--- config.mk ---
export PLATFORM = sky130hd
export DESIGN_NAME = matrix_row_loader_flat
export DESIGN_NICKNAME = d
export VERILOG_FILES = /design/src/rtl/matrix_row_loader_if.sv /design/src/rtl/matrix_row_loader.sv /design/src/flat_wrapper.sv
export SDC_FILE = /design/constraint.sdc
export NUM_CORES = 1
export LEC_CHECK = 0
export CELL_PAD_IN_SITES_DETAIL_PLACEMENT = 0
export CELL_PAD_IN_SITES_GLOBAL_PLACEMENT = 1
export CORE_UTILIZATION = 30
export CTS_CLUSTER_DIAMETER = 150
export DETAILED_ROUTE_END_ITERATION = 8
export PLACE_DENSITY = 0.71
export SLEW_MARGIN = 40
export SYNTH_ARGS = -nofsm -noshare
export SYNTH_HDL_FRONTEND = slang
export SYNTH_SLANG_ARGS = --single-unit
--- constraint.sdc ---
create_clock -name clk_clk -period 1.5 [get_ports clk_clk]
set_input_delay 0.15 -clock clk_clk [delete_from_list [all_inputs] [get_ports clk_clk]]
set_output_delay 0.15 -clock clk_clk [all_outputs]
set_load 0.01 [all_outputs]
--- src/rtl/matrix_row_loader_if.sv ---
// Sample stream, control and storage-write signals of one matrix_row_loader.
// The loader connects through the slave modport; the feeder/storage side uses master.
interface matrix_row_loader_if #(
    parameter int DATA_WIDTH  = 16,
    parameter int LANES       = 3,
    parameter int INDEX_WIDTH = 32
);
    logic                          start;
    logic                          in_valid;
    logic signed [DATA_WIDTH-1:0]  in_data;
    logic                          in_ready;
    logic [DATA_WIDTH*LANES-1:0]   write_data;
    logic [INDEX_WIDTH-1:0]        write_layer_index;
    logic [INDEX_WIDTH-1:0]        write_row_index;
    logic                          is_write;
    logic                          busy;
    logic                          done;

    modport master (
        output start, in_valid, in_data,
        input  in_ready, write_data, write_layer_index, write_row_index,
               is_write, busy, done
    );

    modport slave (
        input  start, in_valid, in_data,
        output in_ready, write_data, write_layer_index, write_row_index,
               is_write, busy, done
    );
endinterface

--- src/rtl/matrix_row_loader.sv ---
// Packs LANES serial samples per storage row and walks row/layer indices for a full matrix load.
// Optional integer-to-fixed-point scaling of each sample is enabled by MATRIX_ROW_LOADER_SCALE_EN.
module matrix_row_loader #(
    parameter int DATA_WIDTH     = 16,
    parameter int LANES          = 3,
    parameter int INDEX_WIDTH    = 32,
    parameter int ROWS_PER_LAYER = 4,
    parameter int LAYER_COUNT    = 3,
    parameter int FRAC_BITS      = 8
) (
    input  logic               clk_clk,
    input  logic               reset_reset,
    matrix_row_loader_if.slave bus
);
    localparam int ROW_BITS = DATA_WIDTH * LANES;
    localparam int LANE_W   = (LANES > 1) ? $clog2(LANES) : 1;
    localparam int ROW_W    = (ROWS_PER_LAYER > 1) ? $clog2(ROWS_PER_LAYER) : 1;
    localparam int LAYER_W  = (LAYER_COUNT > 1) ? $clog2(LAYER_COUNT) : 1;
    localparam logic [LANE_W-1:0]  LANE_LAST  = LANE_W'(LANES - 1);
    localparam logic [ROW_W-1:0]   ROW_LAST   = ROW_W'(ROWS_PER_LAYER - 1);
    localparam logic [LAYER_W-1:0] LAYER_LAST = LAYER_W'(LAYER_COUNT - 1);
`ifdef MATRIX_ROW_LOADER_SCALE_EN
    localparam bit SCALE_EN = 1'b1;
`else
    localparam bit SCALE_EN = 1'b0;
`endif
    localparam int SCALE_SHIFT = SCALE_EN ? FRAC_BITS : 0;

    typedef enum logic [1:0] {S_IDLE, S_COLLECT, S_WRITE, S_DONE} state_t;

    state_t                  r_state;
    state_t                  w_state_next;
    logic [LANE_W-1:0]       r_lane;
    logic [ROW_W-1:0]        r_row;
    logic [LAYER_W-1:0]      r_layer;
    logic [ROW_BITS-1:0]     r_row_buf;
    logic [ROW_BITS-1:0]     r_write_data;
    logic [INDEX_WIDTH-1:0]  r_wr_layer;
    logic [INDEX_WIDTH-1:0]  r_wr_row;
    logic [ROW_BITS-1:0]     w_row_next;
    logic signed [DATA_WIDTH-1:0] w_sample;
    logic                    w_accept;
    logic                    w_last_lane;
    logic                    w_last_row;
    logic                    w_last_layer;

    // Integer-to-fixed-point conversion; the shift is zero in the pass-through build.
    function automatic logic signed [DATA_WIDTH-1:0] f_scale(input logic signed [DATA_WIDTH-1:0] x);
        f_scale = x <<< SCALE_SHIFT;
    endfunction

    assign w_sample     = f_scale(bus.in_data);
    assign w_accept     = (r_state == S_COLLECT) && bus.in_valid;
    assign w_last_lane  = (r_lane == LANE_LAST);
    assign w_last_row   = (r_row == ROW_LAST);
    assign w_last_layer = (r_layer == LAYER_LAST);

    // Sample k lands in lane k counted from the most significant end.
    always_comb begin
        w_row_next = r_row_buf;
        for (int k = 0; k < LANES; k++) begin
            if (r_lane == LANE_W'(k))
                w_row_next[(LANES-k)*DATA_WIDTH-1 -: DATA_WIDTH] = w_sample;
        end
    end

    always_ff @(posedge clk_clk) begin
        if (reset_reset) r_state <= S_IDLE;
        else             r_state <= w_state_next;
    end

    always_comb begin
        w_state_next = r_state;
        bus.in_ready = 1'b0;
        bus.busy     = 1'b0;
        bus.is_write = 1'b0;
        bus.done     = 1'b0;
        case (r_state)
            S_IDLE: begin
                if (bus.start) w_state_next = S_COLLECT;
            end
            S_COLLECT: begin
                bus.in_ready = 1'b1;
                bus.busy     = 1'b1;
                if (w_accept && w_last_lane) w_state_next = S_WRITE;
            end
            S_WRITE: begin
                bus.busy     = 1'b1;
                bus.is_write = 1'b1;
                w_state_next = (w_last_row && w_last_layer) ? S_DONE : S_COLLECT;
            end
            S_DONE: begin
                bus.busy     = 1'b1;
                bus.done     = 1'b1;
                w_state_next = S_IDLE;
            end
            default: w_state_next = S_IDLE;
        endcase
    end

    always_ff @(posedge clk_clk) begin
        if (reset_reset) begin
            r_lane       <= '0;
            r_row        <= '0;
            r_layer      <= '0;
            r_write_data <= '0;
            r_wr_layer   <= '0;
            r_wr_row     <= '0;
        end else begin
            case (r_state)
                S_IDLE: begin
                    if (bus.start) begin
                        r_lane  <= '0;
                        r_row   <= '0;
                        r_layer <= '0;
                    end
                end
                S_COLLECT: begin
                    if (w_accept) begin
                        r_row_buf <= w_row_next;
                        r_lane    <= w_last_lane ? '0 : r_lane + LANE_W'(1);
                        if (w_last_lane) begin
                            r_write_data <= w_row_next;
                            r_wr_layer   <= INDEX_WIDTH'(r_layer);
                            r_wr_row     <= INDEX_WIDTH'(r_row);
                        end
                    end
                end
                S_WRITE: begin
                    if (w_last_row) begin
                        r_row   <= '0;
                        r_layer <= w_last_layer ? '0 : r_layer + LAYER_W'(1);
                    end else begin
                        r_row <= r_row + ROW_W'(1);
                    end
                end
                S_DONE: begin
                    r_wr_layer <= '0;
                    r_wr_row   <= '0;
                end
                default: ;
            endcase
        end
    end

    assign bus.write_data        = r_write_data;
    assign bus.write_layer_index = r_wr_layer;
    assign bus.write_row_index   = r_wr_row;
endmodule

--- src/flat_wrapper.sv ---
// flat-port wrapper written by rule: the top's interface ports become plain ports
module matrix_row_loader_flat 
#(
    parameter int DATA_WIDTH     = 16,
    parameter int LANES          = 3,
    parameter int INDEX_WIDTH    = 32,
    parameter int ROWS_PER_LAYER = 4,
    parameter int LAYER_COUNT    = 3,
    parameter int FRAC_BITS      = 8
)
  (clk_clk, reset_reset, bus_start, bus_in_valid, bus_in_data, bus_in_ready, bus_write_data, bus_write_layer_index, bus_write_row_index, bus_is_write, bus_busy, bus_done);
  matrix_row_loader_if #(.DATA_WIDTH(DATA_WIDTH), .LANES(LANES), .INDEX_WIDTH(INDEX_WIDTH)) bus_i ();
  input  logic clk_clk;
  input  logic reset_reset;
  input wire logic [$bits(bus_i.start)-1:0] bus_start;
  input wire logic [$bits(bus_i.in_valid)-1:0] bus_in_valid;
  input wire logic [$bits(bus_i.in_data)-1:0] bus_in_data;
  output wire logic [$bits(bus_i.in_ready)-1:0] bus_in_ready;
  output wire logic [$bits(bus_i.write_data)-1:0] bus_write_data;
  output wire logic [$bits(bus_i.write_layer_index)-1:0] bus_write_layer_index;
  output wire logic [$bits(bus_i.write_row_index)-1:0] bus_write_row_index;
  output wire logic [$bits(bus_i.is_write)-1:0] bus_is_write;
  output wire logic [$bits(bus_i.busy)-1:0] bus_busy;
  output wire logic [$bits(bus_i.done)-1:0] bus_done;
  assign bus_i.start = bus_start;
  assign bus_i.in_valid = bus_in_valid;
  assign bus_i.in_data = bus_in_data;
  assign bus_in_ready = bus_i.in_ready;
  assign bus_write_data = bus_i.write_data;
  assign bus_write_layer_index = bus_i.write_layer_index;
  assign bus_write_row_index = bus_i.write_row_index;
  assign bus_is_write = bus_i.is_write;
  assign bus_busy = bus_i.busy;
  assign bus_done = bus_i.done;
  matrix_row_loader #(.DATA_WIDTH(DATA_WIDTH), .LANES(LANES), .INDEX_WIDTH(INDEX_WIDTH), .ROWS_PER_LAYER(ROWS_PER_LAYER), .LAYER_COUNT(LAYER_COUNT), .FRAC_BITS(FRAC_BITS)) u_core (.clk_clk(clk_clk), .reset_reset(reset_reset), .bus(bus_i));
endmodule
==> reports/summary.txt <==
final core occ: 38.9%
commonest non-fill, non-tap cell in the layout: nand2b_1
Worst setup EP type: output pin
origin of the critical flop-to-flop path: u_core.r_lane[1]
Die Width: 125 microns
post-route ant nets: 0
maxcap violations: 0
commonest cells after routing, fill and taps aside: 96 x nand2b_1, 70 x clkdlybuf4s50_1, 60 x conb_1, 57 x dfxtp_1, 50 x mux2i_1
DR iter-0 viols: 176
drt via density: 4.26
DRC violation count after routing: 26
final setup margin: 0.0457 ns
Cell Area, Synth: 0.00453 sq mm
Worst Path Arrival: 1.30 ns
failing checks: design-rule violations
gr ovfl total: 0
Critical Path Source Type: flop
Initial Util: 31.0%
worst endpoint required time: 1.35 ns
initial antenna violation count: 0
# port buffers: 75
Slew Limit Fails: 0
Tot Pwr: 5.67 mW
Final Hold Viols: 0
Final GP Congestion: 0.793
Leak Pwr: 2.02 nW
RSZ-0062 raised after global routing: false
syn avg cell area: 11.4 sq um
total CTS buffers: 9
Worst Skew: 0.00965 ns
antenna cells: 0
CP max-delay cell: clkdlybuf4s50_1
Nets: 497
crit path cell chain: clkdlybuf4s50_1
status: complete, but fails checks
layout cell share with drive strength beyond 1: 15.8%
clk sinks: 92
First-pass DRT Iterations: 9
P per Cell Area: 994 mW/mm^2
Async S/R FF share, synth: 0%
Slowest Stage Delay on Critical Path: 0.59 ns
sequential fraction of the synthesis area: 47.7%
Synth Instances: 397
synth warn: 0
IR Drop Worst-Case VDD: 0.618 mV
wire per inst: 13.9 microns
crit-path max FO: 2
part of the cycle the worst path needs: 97.0%
Area growth syn-to-layout: 25.7%
Die Height: 125 microns
R2R depth: 4
fin crit period: 1.45 ns
worst skew pair latency: 0.34 ns
Worst Setup Slack post-DPL: -0.0566 ns
CP bufs+invs: 1
dominant cell type by area after synthesis: dfxtp_1
die footprint: 0.0156 sq mm
Worst Hold Class: primary input to flop
CP top delay family: buffers and inverters
Area contributors post-synth: dfxtp_1 26%, edfxtp_1 21%, nand2b_1 13%
Core ar.: 0.0146 sq mm
IO Pins: 136
# Post-CTS Setup Buffers: 0
Max Fclk: 688 MHz
htree depth: 3
Sequential cell area: 0.00217 sq mm
top_reg_cell synth: dfxtp_1
# setup viols final: 0
first-pass GRT wire length: 14900 microns
vias in the first global route: 2836
FF-to-FF setup slack: 0.14 ns
Max Root-Sink Buffers: 2
HPWL after DPL: 6500 microns
R2R Path End: u_core.bus.write_data[5]
hold path depth: 3
FP Rows: 44
kind of critical path: flop to output pin
hold path startpoint: reset_reset
area of the multi-input gates: 0.00199 sq mm
Post-CTS Hold Buffers: 0
EDFF count, synth: 32
Root Driver: clkbuf_16
wirelength, routed: 9230 microns
clock slew at reported path FFs: 0.07 ns
Netlist cell types: 36
GRT Util Overall: 12.2%
fill cell count: 1416
CTS tree: built
Min Hold Slack: 0.215 ns
top-area cell type share of the netlist area: 26.5%
largest net degree at the start of global routing: 69
Seq cells post-synth: 92
hold path endpoint: u_core.bus.write_data[13]
DR vias: 2834
-- per-layer routing --
layer,GRT usage [%],vias up,share of wire [%]
met5,0,-,0
met1,15.0,1360,45
met2,20.6,90,48
li1,-,1373,-
met4,3.66,0,1.2
met3,3.64,11,5.7
-- layout make-up --
class | count | area share, %
multi-input combinational | 278 | 34.9
tap | 184 | 4.04
sequential | 92 | 38.0
clock buffer | 10 | 4.19
clock inverter | 6 | 1.93
timing repair buffer | 91 | 16.7
inverter | 4 | 0.263
-- sequential cells by signal, summed over array words and instances, names as in the netlist --
signal / flops
u_core.r_row_buf: 32
u_core.bus.write_layer_index: 2
u_core.r_state: 2
u_core.r_row: 2
u_core.bus.write_row_index: 2
u_core.r_lane: 2
u_core.bus.write_data: 48
u_core.r_layer: 2
-- what timing repair did --
action / 4_1_cts / 5_1_grt
gates resized for setup: 9 / 2
endpoints found under the setup margin: 4 / 2
cloned: 0 / 0
-- Yosys cell counts, types with 2 or more instances --
library cell	instances
mux2i_1	50
mux2_2	32
nand2_1	2
buf_6	2
buf_4	64
clkbuf_1	11
a22o_1	3
nand2b_1	97
a22oi_1	2
inv_1	4
buf_2	3
edfxtp_1	32
nor2_4	2
nor2b_1	2
nand3_1	3
nor2_1	5
dfxtp_1	60
a21oi_1	3
buf_12	2
o31ai_1	2
-- power breakdown --
| group | internal (mW) | leakage, nW | switching, mW | total [mW] |
|---|---|---|---|---|
| combinational | 0.203 | 1.08 | 0.226 | 0.428 |
| sequential | 2.61 | 0.776 | 0.0176 | 2.63 |
| clock | 1.67 | 0.167 | 0.936 | 2.61 |
| total | 4.49 | 2.02 | 1.18 | 5.67 |
-- worst max path at each step --
stage	endpoint	depth (start not counted)	slack, ns	startpoint
after floorplan	u_core.r_row_buf[32]	3	0.08	u_core.r_lane[1]
after detailed placement	u_core.bus.write_data[22]	5	-0.06	bus_in_valid
after CTS	bus_in_ready	3	0.02	u_core.r_state[1]
after global routing	bus_write_data[29]	1	0.003	u_core.bus.write_data[29]
final	bus_write_data[29]	1	0.05	u_core.bus.write_data[29]
after global placement	u_core.bus.write_data[3]	5	0.01	bus_in_valid
-- per-stage QoR --
stage	instance area (sq um)	setup TNS, ns	instances
final	5700	0	665
after global routing	5700	0	665
after CTS	5700	0	665
after detailed placement	5340	-0.829	649
after global placement	5340	0	649
after floorplan	4760	0	456
-- cells by family (layout without fill, tap and decap cells) --
kind of cell,count (synthesis),after routing,synth area share (%)
fa+ha+maj,1,1,0.276
other cells,1,60,0.0827
buf+inv,86,111,13.5
flops,92,92,47.7
mux,82,82,19.0
simple gates,120,120,16.6
compound gates,15,15,2.84
No activity file was read; power rests on OpenSTA's default activity.
